$ cat src/rtl/branch_ctrl.sv
// Execute-stage conditional-branch sequencer: waits for operands, resolves the
// condition, flushes on mispredict and returns the outcome over valid/ready.
module branch_ctrl #(
  parameter int DW           = 32,
  parameter int AW           = 16,
  parameter int FLUSH_CYCLES = 2
) (
  input  logic          clk,
  input  logic          rst_n,
  input  logic          req_valid,
  output logic          req_ready,
  input  logic [3:0]    req_opcode,
  input  logic [AW-1:0] req_pc,
  input  logic [AW-1:0] req_offset,
  input  logic          req_pred,
  input  logic          ops_ready,
  input  logic [DW-1:0] rs1_data,
  input  logic [DW-1:0] rs2_data,
  input  logic          kill,
  output logic          flush,
  output logic [AW-1:0] redirect_pc,
  output logic          resp_valid,
  input  logic          resp_ready,
  output logic          resp_taken,
  output logic          resp_mispredict,
  output logic [15:0]   branch_cnt,
  output logic [15:0]   mispred_cnt
);

  typedef enum logic [2:0] {
    S_IDLE,
    S_WAIT,
    S_EVAL,
    S_FLUSH,
    S_RESP
  } state_t;

  localparam logic [3:0] OP_BEQ  = 4'b1000;
  localparam logic [3:0] OP_BNE  = 4'b1010;
  localparam logic [3:0] OP_BLT  = 4'b0010;
  localparam logic [3:0] OP_BGE  = 4'b0011;
  localparam logic [3:0] OP_BGTZ = 4'b1100;
  localparam logic [3:0] OP_BGT  = 4'b1110;

  localparam int FCW = (FLUSH_CYCLES > 1) ? $clog2(FLUSH_CYCLES) : 1;
  localparam logic [FCW-1:0] FLUSH_LOAD = FCW'(FLUSH_CYCLES - 1);
  localparam logic signed [DW-1:0] ZERO = '0;
  localparam logic [15:0] CNT_MAX = 16'hFFFF;

  state_t                 state;
  logic [FCW-1:0]         flush_cnt;
  logic [3:0]             op_q;
  logic [AW-1:0]          pc_q;
  logic [AW-1:0]          off_q;
  logic                   pred_q;
  logic signed [DW-1:0]   rs1_q;
  logic signed [DW-1:0]   rs2_q;

  logic                   taken_c;
  logic                   mispred_c;
  logic [AW-1:0]          target_c;

  // Direct signed relational compares; a subtract-and-test-sign would
  // misresolve when rs1 - rs2 overflows.
  // NOTE: taken_c gets a default before the case so no path leaves it
  // unassigned, which would otherwise infer a latch.
  always_comb begin
    taken_c = 1'b0;
    case (op_q)
      OP_BEQ:  taken_c = (rs1_q == rs2_q);
      OP_BNE:  taken_c = (rs1_q != rs2_q);
      OP_BLT:  taken_c = (rs1_q <  rs2_q);
      OP_BGE:  taken_c = (rs1_q >= rs2_q);
      OP_BGTZ: taken_c = (rs1_q >  ZERO);
      OP_BGT:  taken_c = (rs1_q >  rs2_q);
      default: taken_c = 1'b0;
    endcase
  end

  assign mispred_c = (taken_c != pred_q);
  assign target_c  = taken_c ? (pc_q + off_q) : (pc_q + AW'(2));

  // NOTE: all state below is updated with non-blocking assignments so every
  // register samples pre-edge values regardless of statement order.
  // NOTE: the latched operand/PC registers are reset too; they are few and a
  // defined value keeps simulation free of X on the comparator.
  always_ff @(posedge clk or negedge rst_n) begin
    if (!rst_n) begin
      state           <= S_IDLE;
      req_ready       <= 1'b1;
      flush           <= 1'b0;
      redirect_pc     <= '0;
      resp_valid      <= 1'b0;
      resp_taken      <= 1'b0;
      resp_mispredict <= 1'b0;
      branch_cnt      <= '0;
      mispred_cnt     <= '0;
      flush_cnt       <= '0;
      op_q            <= '0;
      pc_q            <= '0;
      off_q           <= '0;
      pred_q          <= 1'b0;
      rs1_q           <= '0;
      rs2_q           <= '0;
    end else if (kill) begin
      state      <= S_IDLE;
      req_ready  <= 1'b1;
      flush      <= 1'b0;
      resp_valid <= 1'b0;
      flush_cnt  <= '0;
    end else begin
      case (state)
        S_IDLE: begin
          if (req_valid) begin
            op_q      <= req_opcode;
            pc_q      <= req_pc;
            off_q     <= req_offset;
            pred_q    <= req_pred;
            req_ready <= 1'b0;
            state     <= S_WAIT;
          end
        end
        S_WAIT: begin
          if (ops_ready) begin
            rs1_q <= rs1_data;
            rs2_q <= rs2_data;
            state <= S_EVAL;
          end
        end
        S_EVAL: begin
          resp_taken      <= taken_c;
          resp_mispredict <= mispred_c;
          if (branch_cnt != CNT_MAX) branch_cnt <= branch_cnt + 16'd1;
          if (mispred_c) begin
            if (mispred_cnt != CNT_MAX) mispred_cnt <= mispred_cnt + 16'd1;
            flush       <= 1'b1;
            redirect_pc <= target_c;
            flush_cnt   <= FLUSH_LOAD;
            state       <= S_FLUSH;
          end else begin
            resp_valid <= 1'b1;
            state      <= S_RESP;
          end
        end
        S_FLUSH: begin
          if (flush_cnt == '0) begin
            flush      <= 1'b0;
            resp_valid <= 1'b1;
            state      <= S_RESP;
          end else begin
            flush_cnt <= flush_cnt - FCW'(1);
          end
        end
        S_RESP: begin
          if (resp_ready) begin
            resp_valid <= 1'b0;
            req_ready  <= 1'b1;
            state      <= S_IDLE;
          end
        end
        default: begin
          state     <= S_IDLE;
          req_ready <= 1'b1;
        end
      endcase
    end
  end

endmodule

$ cat config.mk
export PLATFORM = sky130hd
export DESIGN_NAME = branch_ctrl
export DESIGN_NICKNAME = d
export VERILOG_FILES = /design/src/rtl/branch_ctrl.sv
export SDC_FILE = /design/constraint.sdc
export NUM_CORES = 1
export LEC_CHECK = 0
export CAP_MARGIN = 20
export CORE_MARGIN = 2
export CORE_UTILIZATION = 40
export DETAILED_ROUTE_END_ITERATION = 10
export PLACE_DENSITY = 0.69
export SLEW_MARGIN = 20
export SYNTH_ARGS = -nofsm -noshare
export SYNTH_HDL_FRONTEND = slang
export SYNTH_SLANG_ARGS = --single-unit
$ cat constraint.sdc
create_clock -name clk -period 4.7 [get_ports clk]
set_clock_uncertainty 0.05 [all_clocks]
set_input_delay 0.94 -clock clk [delete_from_list [all_inputs] [get_ports clk]]
set_output_delay 0.94 -clock clk [all_outputs]
set_load 0.005 [all_outputs]
== After elaboration in Yosys (flattened, before gate mapping) ==
Index checks and enable logic that the tools add are counted.

* Muxes and demuxes: 25
* $add $sub $neg: 5
* Eq/ne operators: 22
* Reductions and logical operators: 15
* Order comparisons: 4
* Bitwise gates (word level): 1

{| class="wikitable"
|+ Operator list
! operator !! count
|-
| adder 16 x 1 -> 16 bit (second input constant) || 2
|-
| == test 32 bit || 1
|-
| greater-or-equal comparator 32 bit || 1
|-
| > comparator 32 x 1 -> 1 bit (second input constant) || 1
|-
| > comparator 32 bit || 1
|-
| < comparator 32 bit || 1
|-
| != test 16 bit (second input constant) || 2
|-
| != test 32 bit || 1
|-
| 2-to-1 mux 3 bit || 6
|-
| != test 3 bit (second input constant) || 6
|-
| AND reduction 3 bit || 6
|-
| adder 16 bit || 1
|-
| adder 16 x 2 -> 16 bit (second input constant) || 1
|-
| == test 4 bit (second input constant) || 4
|-
| 2-to-1 mux 16 bit || 1
|-
| case mux 3 bit (5 select lines) || 1
|-
| 2-to-1 mux 1 bit || 12
|-
| AND reduction 4 bit || 3
|-
| == test 4 x 2 -> 1 bit (second input constant) || 2
|-
| == test 3 x 2 -> 1 bit (second input constant) || 2
|-
| case mux 1 bit (3 select lines) || 2
|-
| case mux 1 bit (6 select lines) || 1
|-
| case mux 1 bit (2 select lines) || 2
|-
| AND reduction 2 bit || 2
|-
| 10 further kinds || 10
|}

* Register bits: 158
* Bits of input ports: 107
* Word-level logic and storage cells: 88
* Output and inout port bits: 53

== Logic depth before layout (Yosys ltp) ==
Gate-level depths: netlist of run 1.

* Depth after elaboration: 6
* Mapped depth: 13
* Gate-level depth less buffers: 12

== Least setup slack after synthesis of run 1 ==
OpenSTA, ideal clock, no wires.

* Path kind: reg2reg
* Start: register rs1_q[31]
* End: register redirect_pc[2]
* Cell stages (with the launch flop): 12
* Buffers on the path: 2
* Clock period less this slack: 3.214 ns
* Required time: 4.525 ns
* Arrival time: 3.038 ns
* Library setup time: 0.125 ns
* Slack: 1.486 ns
* Cells stage by stage: dfrtp_1 > ha_1 > nand4_2 > or4_4 > nor3_2 > nor4_1 > a211o_1 > or3_4 > and3_1 > buf_6 > buf_6 > mux2_4

* Longest elaborated chain between the ends: 4
* Elaborated cells between the ends (all ways): 10
* Classes of those cells: order compare (4); eq/ne (3); mux (2); reduce/logical (1)

{| class="wikitable"
|+ RTL lines
! element !! line !! source
|-
| start: declaration || 56 || <nowiki>logic signed [DW-1:0] rs1_q;</nowiki>
|-
| start signal: assignment || 125 || <nowiki>rs1_q <= rs1_data;</nowiki>
|-
| > comparator 32 bit (tied with other cells) || 75 || <nowiki>OP_BGT: taken_c = (rs1_q > rs2_q);</nowiki>
|-
| case mux 1 bit (6 select lines) * || 69 || <nowiki>case (op_q)</nowiki>
|-
| != test 1 bit || 80 || <nowiki>assign mispred_c = (taken_c != pred_q);</nowiki>
|-
| AND reduction 3 bit (no line) || - ||
|-
| end signal: assignment || 137 || <nowiki>redirect_pc <= target_c;</nowiki>
|-
| end: declaration || 21 || <nowiki>output logic [AW-1:0] redirect_pc,</nowiki>
|}

Mark *: on every way between the ends. The rest lies on a longest branch, timed or not.
A chain may end at the register's enable or synchronous reset.

== Worst setup path after layout of run 1 ==
* Start: register rs1_q[14]
* End: register redirect_pc[8]

Same word-level chain as after synthesis.

==> impl_metrics.toml, run 1 <==
[finish]
final_cell_mix = "clkdlybuf4s50_1 (158), dfrtp_1 (157), mux2_2 (115)"
fill_cells = 1832
antenna_cells = 0
final_nets = 1062
drive_above_1_share = 0.185
layout.cells.most_common = "clkdlybuf4s50_1"
stdcell_count = 1187
area_growth_pct = 30.1
final_util = 0.534

[power_and_ir_drop]
p_seq_frac = 0.346
vdd_drop_max_v = 0.000351
power_leakage_uw = 0.00473
power_uw = 6920
p_comb_frac = 0.449
swShare = 0.364
power.density_nw_per_um2 = 634
clock_power_share = 0.205
p_switching_uw = 2520
p_int_uw = 4400

[route]
initialDrtViolationCount = 341
drt_wl_total_um = 19100
drc = 0
wl_per_cell_um = 16.1
drt_first_pass_iters = 4
detail-route-antenna-nets = 0
vias_per_cell = 5.21
vias = 6180

[grt]
grt_remaining_overflow = 0
grt_pass1_wl_um = 31100
grt_max_degree = 94
antenna_found_initial = 0
grt.total_usage = 0.179
grt_pass1_vias = 6228

[worst_setup_path]
cp-end-kind = "register"
required_ns = 4.96
crit_family = "simple AND/OR/NAND/NOR gates"
critPathMaxFanout = 19
cp_num_buf_inv = 1
path_class = "reg2reg"
startpoint_type = "register"
crit_path_top_delay_cell = "nor4_1"
cp_data_arrival_time_ns = 4.09
slowest_delay_ns = 0.50
crit_chain = "ha_1 -> nand4_1 -> nor4_1 -> nand2_1 -> nand3_1 -> o211ai_1 -> a211o_1 -> o21ai_0 -> and3_1 -> buf_4 -> mux2_2"

[clock_network]
clkTransAtPathRegs_ns = 0.07
h-tree-depth = 4
worst_skew_pair.late_latency_ns = 0.42
cts_sinks = 158
cts_tree = "done"
cts_made_buffers = 17
cts_setup_buffers = 0
cts_hold_buf = 0
clockBufferDepth = 2
cts_resized = 0
root_buffer = "clkbuf_16"

[synthesis]
yosysTopAreaCellShare = 0.469
ys_types = 56
yosysTopAreaCell = "dfrtp_1"
synthCells = 736
synth_edf_count = 0
syn_area_um2 = 8390
synth_nets = 894
yosysSeqAreaShare = 0.472
synth_warnings = 0
synth-seq-cells = 158
synth_flop_cell = "dfrtp_1"
synthArstFlopShare = 1.00
syn_avg_cell_area_um2 = 11.4
ys_top_cells_by_area = "dfrtp_1 (47%), mux2_2 (15%), ha_1 (7.5%)"

[placed_design]
portBuffers = 159
place.gp.congestion = 0.837
pre_cts_slack_ns = 0.930
dp_cells = 1155
hpwl_um = 14100

[sta]
slew_headroom = 0.335
fin_crit_ns = 3.83
setup_slack_ns = 0.869
setup_viol = 0
rsz0062_at_grt = "false"
period_share = 0.815
worst_slew_pin_slew_ns = 0.997
finalSetupTns_ns = 0
max_freq_mhz = 261
slew_viol_final = 0
finalHoldViolCount = 0

[floorplanning]
ios = 160
row_count = 52
dieArea_um2 = 22100
fp.dieH_um = 149
core_area_um2 = 20400
start_util = 0.410
die_x_um = 149

[hold_path]
hold_class = "reg2reg"

[status]
status = "completed"

[job]
drv_cap = 0
-- worst paths after layout --
check                      slack, ns                        from                    endpoint  cells after the start
max                             0.87       rs1_q[14]$_DFFE_PN0P_  redirect_pc[8]$_DFFE_PN0P_                     11
min                             0.45  mispred_cnt[5]$_DFFE_PN0P_  mispred_cnt[5]$_DFFE_PN0P_                      1
max reg2reg                     0.87       rs1_q[14]$_DFFE_PN0P_  redirect_pc[8]$_DFFE_PN0P_                     11
min reg2reg                     0.45  mispred_cnt[5]$_DFFE_PN0P_  mispred_cnt[5]$_DFFE_PN0P_                      1
max in group asynchronous       3.03                       rst_n         op_q[0]$_DFFE_PN0P_                      2
min in group asynchronous       0.52                       rst_n       rs2_q[12]$_DFFE_PN0P_                      1
-- stage by stage --
stage | hold slack, ns | cell area (um2)
3_5_place_dp | 0.437 | 10300
5_1_grt | 0.469 | 10900
2_1_floorplan | 0.424 | 8390
6_report | 0.447 | 10900
3_3_place_gp | 0.429 | 10300
4_1_cts | 0.452 | 10900
-- power by group through the flow --
stage	registers, uW	clock network [uW]	logic (uW)
after detailed placement	2400	0	3120
after floorplan	2260	0	2280
after global routing	2470	1520	3500
final	2390	1420	3110
after CTS	2380	1460	3130
after global placement	2390	0	3040
-- Yosys cell counts, types with 3 or more instances --
cell type,n
or2_2,3
o21ai_0,30
nor2b_1,3
nand2_1,34
a211oi_1,6
a221oi_1,3
nand2b_1,4
xor2_1,20
ha_1,50
and2_1,3
a211o_1,3
inv_1,50
o211ai_1,6
a21oi_1,40
mux2_2,115
dfrtp_1,157
and3_1,16
xnor2_1,33
mux2i_1,8
nand3_1,29
nor3_1,11
nor2_1,16
nand4_1,15
o2111ai_1,4
mux2_4,5
clkbuf_1,15
o31ai_1,3
nor4_1,13
-- state kept, by name, indices dropped and copies added, names as in the netlist --
name,cells
rs2_q,32
flush_cnt,1
pred_q,1
off_q,16
mispred_cnt,16
req_ready,1
op_q,4
rs1_q,32
resp_taken,1
flush,1
resp_valid,1
redirect_pc,16
pc_q,16
branch_cnt,16
resp_mispredict,1
state,3
-- per-layer routing --
layer,vias to the layer above,share of wire,track usage
met5,-,0,0
met3,16,0.046,0.0398
met1,3032,0.49,0.253
met4,0,0.010,0.0438
li1,2994,-,-
met2,138,0.45,0.281
-- area by class of cell --
type	count	area, um2	share of cell area
clock buffers	20	447	0.0410
multi-input cells	511	4170	0.383
flip-flops and latches	158	3960	0.363
clock inverters	12	160	0.0147
repair buffers	166	1650	0.151
inverters	50	188	0.0172
well taps	270	338	0.0310
-- cells by family (layout without fill, tap and decap cells) --
group                    Yosys count  in the layout  synth area share
AND/OR/NAND/NOR                  168            168             0.110
XOR/XNOR                          53             53            0.0554
multiplexers                     128            128             0.173
AO/OA/AOI/OAI                    111            111            0.0813
flip-flops                       158            158             0.472
adder cells (fa/ha/maj)           51             51            0.0770
buffers and inverters             67            248            0.0318
Power figures use the tool's default switching activity.
==> inputs of run 2 (changes only) <==
PLACE_DENSITY = 0.72   (was 0.69)
clock period = 3.2 ns   (was 4.7 ns; I/O delays follow)
==> run 2 against run 1 <==
  * The flow now finishes with violations (setup timing)
  * Core utilization is 2.7 points higher
  * Cell count up 4.1%
  * Global-route usage is 0.81 points higher
  * Critical endpoint is now redirect_pc[5]$_DFFE_PN0P_
  * Sequential share of layout area is 1.8 points lower
  * Critical path depth did not move
  * Clock power increased by 30%
  * Register-to-register slack lost 0.97 ns
  * Fmax grew 16%
  * Combinational power grew 70%
==> impl_metrics.toml, run 2 (same netlist as run 1, synthesis figures left out) <==
[status]
status = "complete, but fails checks"
violations = "setup timing"

[route]
drt_wl_total_um = 20100
vias = 6392
detail-route-antenna-nets = 0
wl_per_cell_um = 16.3
vias_per_cell = 5.17
drc = 0
drt_first_pass_iters = 4
initialDrtViolationCount = 214

[power_and_ir_drop]
p_switching_uw = 3940
vdd_drop_max_v = 0.000528
power.density_nw_per_um2 = 928
p_seq_frac = 0.330
power_leakage_uw = 0.00502
p_int_uw = 6700
power_uw = 10600
p_comb_frac = 0.497
swShare = 0.370
clock_power_share = 0.173

[worst_setup_path]
startpoint_type = "register"
required_ns = 3.45
path_class = "reg2reg"
r2r_cells = 11
cp-end-kind = "register"
cp_data_arrival_time_ns = 3.55
critPathMaxFanout = 5

[sta]
max_freq_mhz = 303
period_share = 1.03
setup_slack_ns = -0.102
slew_viol_final = 0
worst_slew_pin_slew_ns = 0.537
slew_headroom = 0.642
rsz0062_at_grt = "true"
fin_crit_ns = 3.30
setup_viol = 17
finalHoldViolCount = 0

[job]
drv_cap = 0

[clock_network]
clkTransAtPathRegs_ns = 0.07
cts_made_buffers = 17
cts_sinks = 158
cts_tree = "done"
clockBufferDepth = 2
worst_skew_pair.late_latency_ns = 0.42
root_buffer = "clkbuf_16"
h-tree-depth = 4

[placed_design]
hpwl_um = 14500
place.gp.congestion = 0.806
portBuffers = 159
pre_cts_slack_ns = -0.0725

[floorplanning]
dieArea_um2 = 22100
start_util = 0.410
fp.dieH_um = 149
row_count = 52
core_area_um2 = 20400
ios = 160
die_x_um = 149

[grt]
grt_pass1_vias = 6513
grt_remaining_overflow = 0
grt_pass1_wl_um = 32800
antenna_found_initial = 0
grt.total_usage = 0.187
grt_max_degree = 65

[finish]
final_nets = 1111
final_cell_mix = "clkdlybuf4s50_1 (158), dfrtp_1 (157), mux2_2 (115)"
reg_top3 = "rs1_q (32), rs2_q (32)"
area_growth_pct = 36.8
fill_cells = 1763
drive_above_1_share = 0.243
layout.cells.most_common = "clkdlybuf4s50_1"
antenna_cells = 0

[hold_path]
hold_class = "in2async"
[run 2: cell types whose count changed in the layout (fill, tap and decap cells not counted), moves of 3 or more]
cell        change
bufinv_16       -3
buf_4          +43
ha_1            -6
nor4_1          -3
ha_4            +6
clkinvlp_4      +3
buf_12          +4
[run 2: through the flow]
step | util | instances | hold slack (ns) | instance area (um2) | setup TNS (ns)
floorplan | - | 736 | 0.294 | 8390 | 0
global placement | 0.519 | 1189 | 0.427 | 10600 | -0.180
detailed placement | 0.519 | 1189 | 0.432 | 10600 | -0.880
CTS | 0.553 | 1230 | 0.137 | 11300 | -0.507
global route | 0.561 | 1236 | 0.166 | 11500 | -3.66
finish | 0.561 | 1236 | 0.122 | 11500 | -1.43
[run 2: path summary, 6_finish.rpt]
path / slack (ns) / end / from
setup reg to reg: -0.10 / redirect_pc[5]$_DFFE_PN0P_ / rs2_q[31]$_DFFE_PN0P_
setup / recovery: -0.10 / redirect_pc[5]$_DFFE_PN0P_ / rs2_q[31]$_DFFE_PN0P_
min in group clk: 0.44 / mispred_cnt[8]$_DFFE_PN0P_ / mispred_cnt[8]$_DFFE_PN0P_
hold / removal: 0.12 / rs2_q[15]$_DFFE_PN0P_ / rst_n
hold reg to reg: 0.44 / mispred_cnt[8]$_DFFE_PN0P_ / mispred_cnt[8]$_DFFE_PN0P_
max in group asynchronous: 2.26 / redirect_pc[5]$_DFFE_PN0P_ / rst_n
[run 2: repair_timing]
| item | CTS | global route |
|---|---|---|
| endpoints found under the hold margin | 0 | 0 |
| hold buffers | 0 | 0 |
| buffers inserted | 9 | 4 |
| gates cloned | 0 | 2 |
| pin swaps | 7 | 6 |
| endpoints found under the setup margin | 20 | 36 |
| resized for setup | 11 | 15 |
[run 2: routing by layer]
layer / vias to the layer above / GRT usage / part of all wire
li1: 3109 / - / -
met1: 3121 / 0.252 / 0.46
met2: 142 / 0.309 / 0.48
met3: 20 / 0.0382 / 0.044
met4: 0 / 0.0510 / 0.013
met5: - / 0 / 0
[run 2: layout make-up]
| class | count | area [um2] | share of cell area |
|---|---|---|---|
| clock buffers | 23 | 468 | 0.0408 |
| flip-flops and latches | 158 | 3960 | 0.345 |
| repair buffers | 215 | 2100 | 0.183 |
| multi-input cells | 511 | 4360 | 0.380 |
| inverters | 50 | 188 | 0.0164 |
| well taps | 270 | 338 | 0.0295 |
| clock inverters | 9 | 62.6 | 0.00545 |
[run 2: critical path, cell delays in order, from the launching register on]
cell     delay [ns]
dfrtp_1        0.37
inv_1          0.06
ha_1           0.31
nand4_2        0.11
or4_4          0.60
nor3_4         0.22
nor4_2         0.08
a211o_1        0.35
or3_4          0.39
and3_4         0.22
buf_12         0.14
mux2_4         0.29
[run 2: power by group through the flow]
stage          Clock (uW)  Combinational [uW]  Sequential (uW)
3_5_place_dp            0                4910             3500
5_1_grt              1980                5920             3620
4_1_cts              1890                5150             3490
3_3_place_gp            0                4780             3480
6_report             1850                5290             3510
2_1_floorplan           0                3350             3310
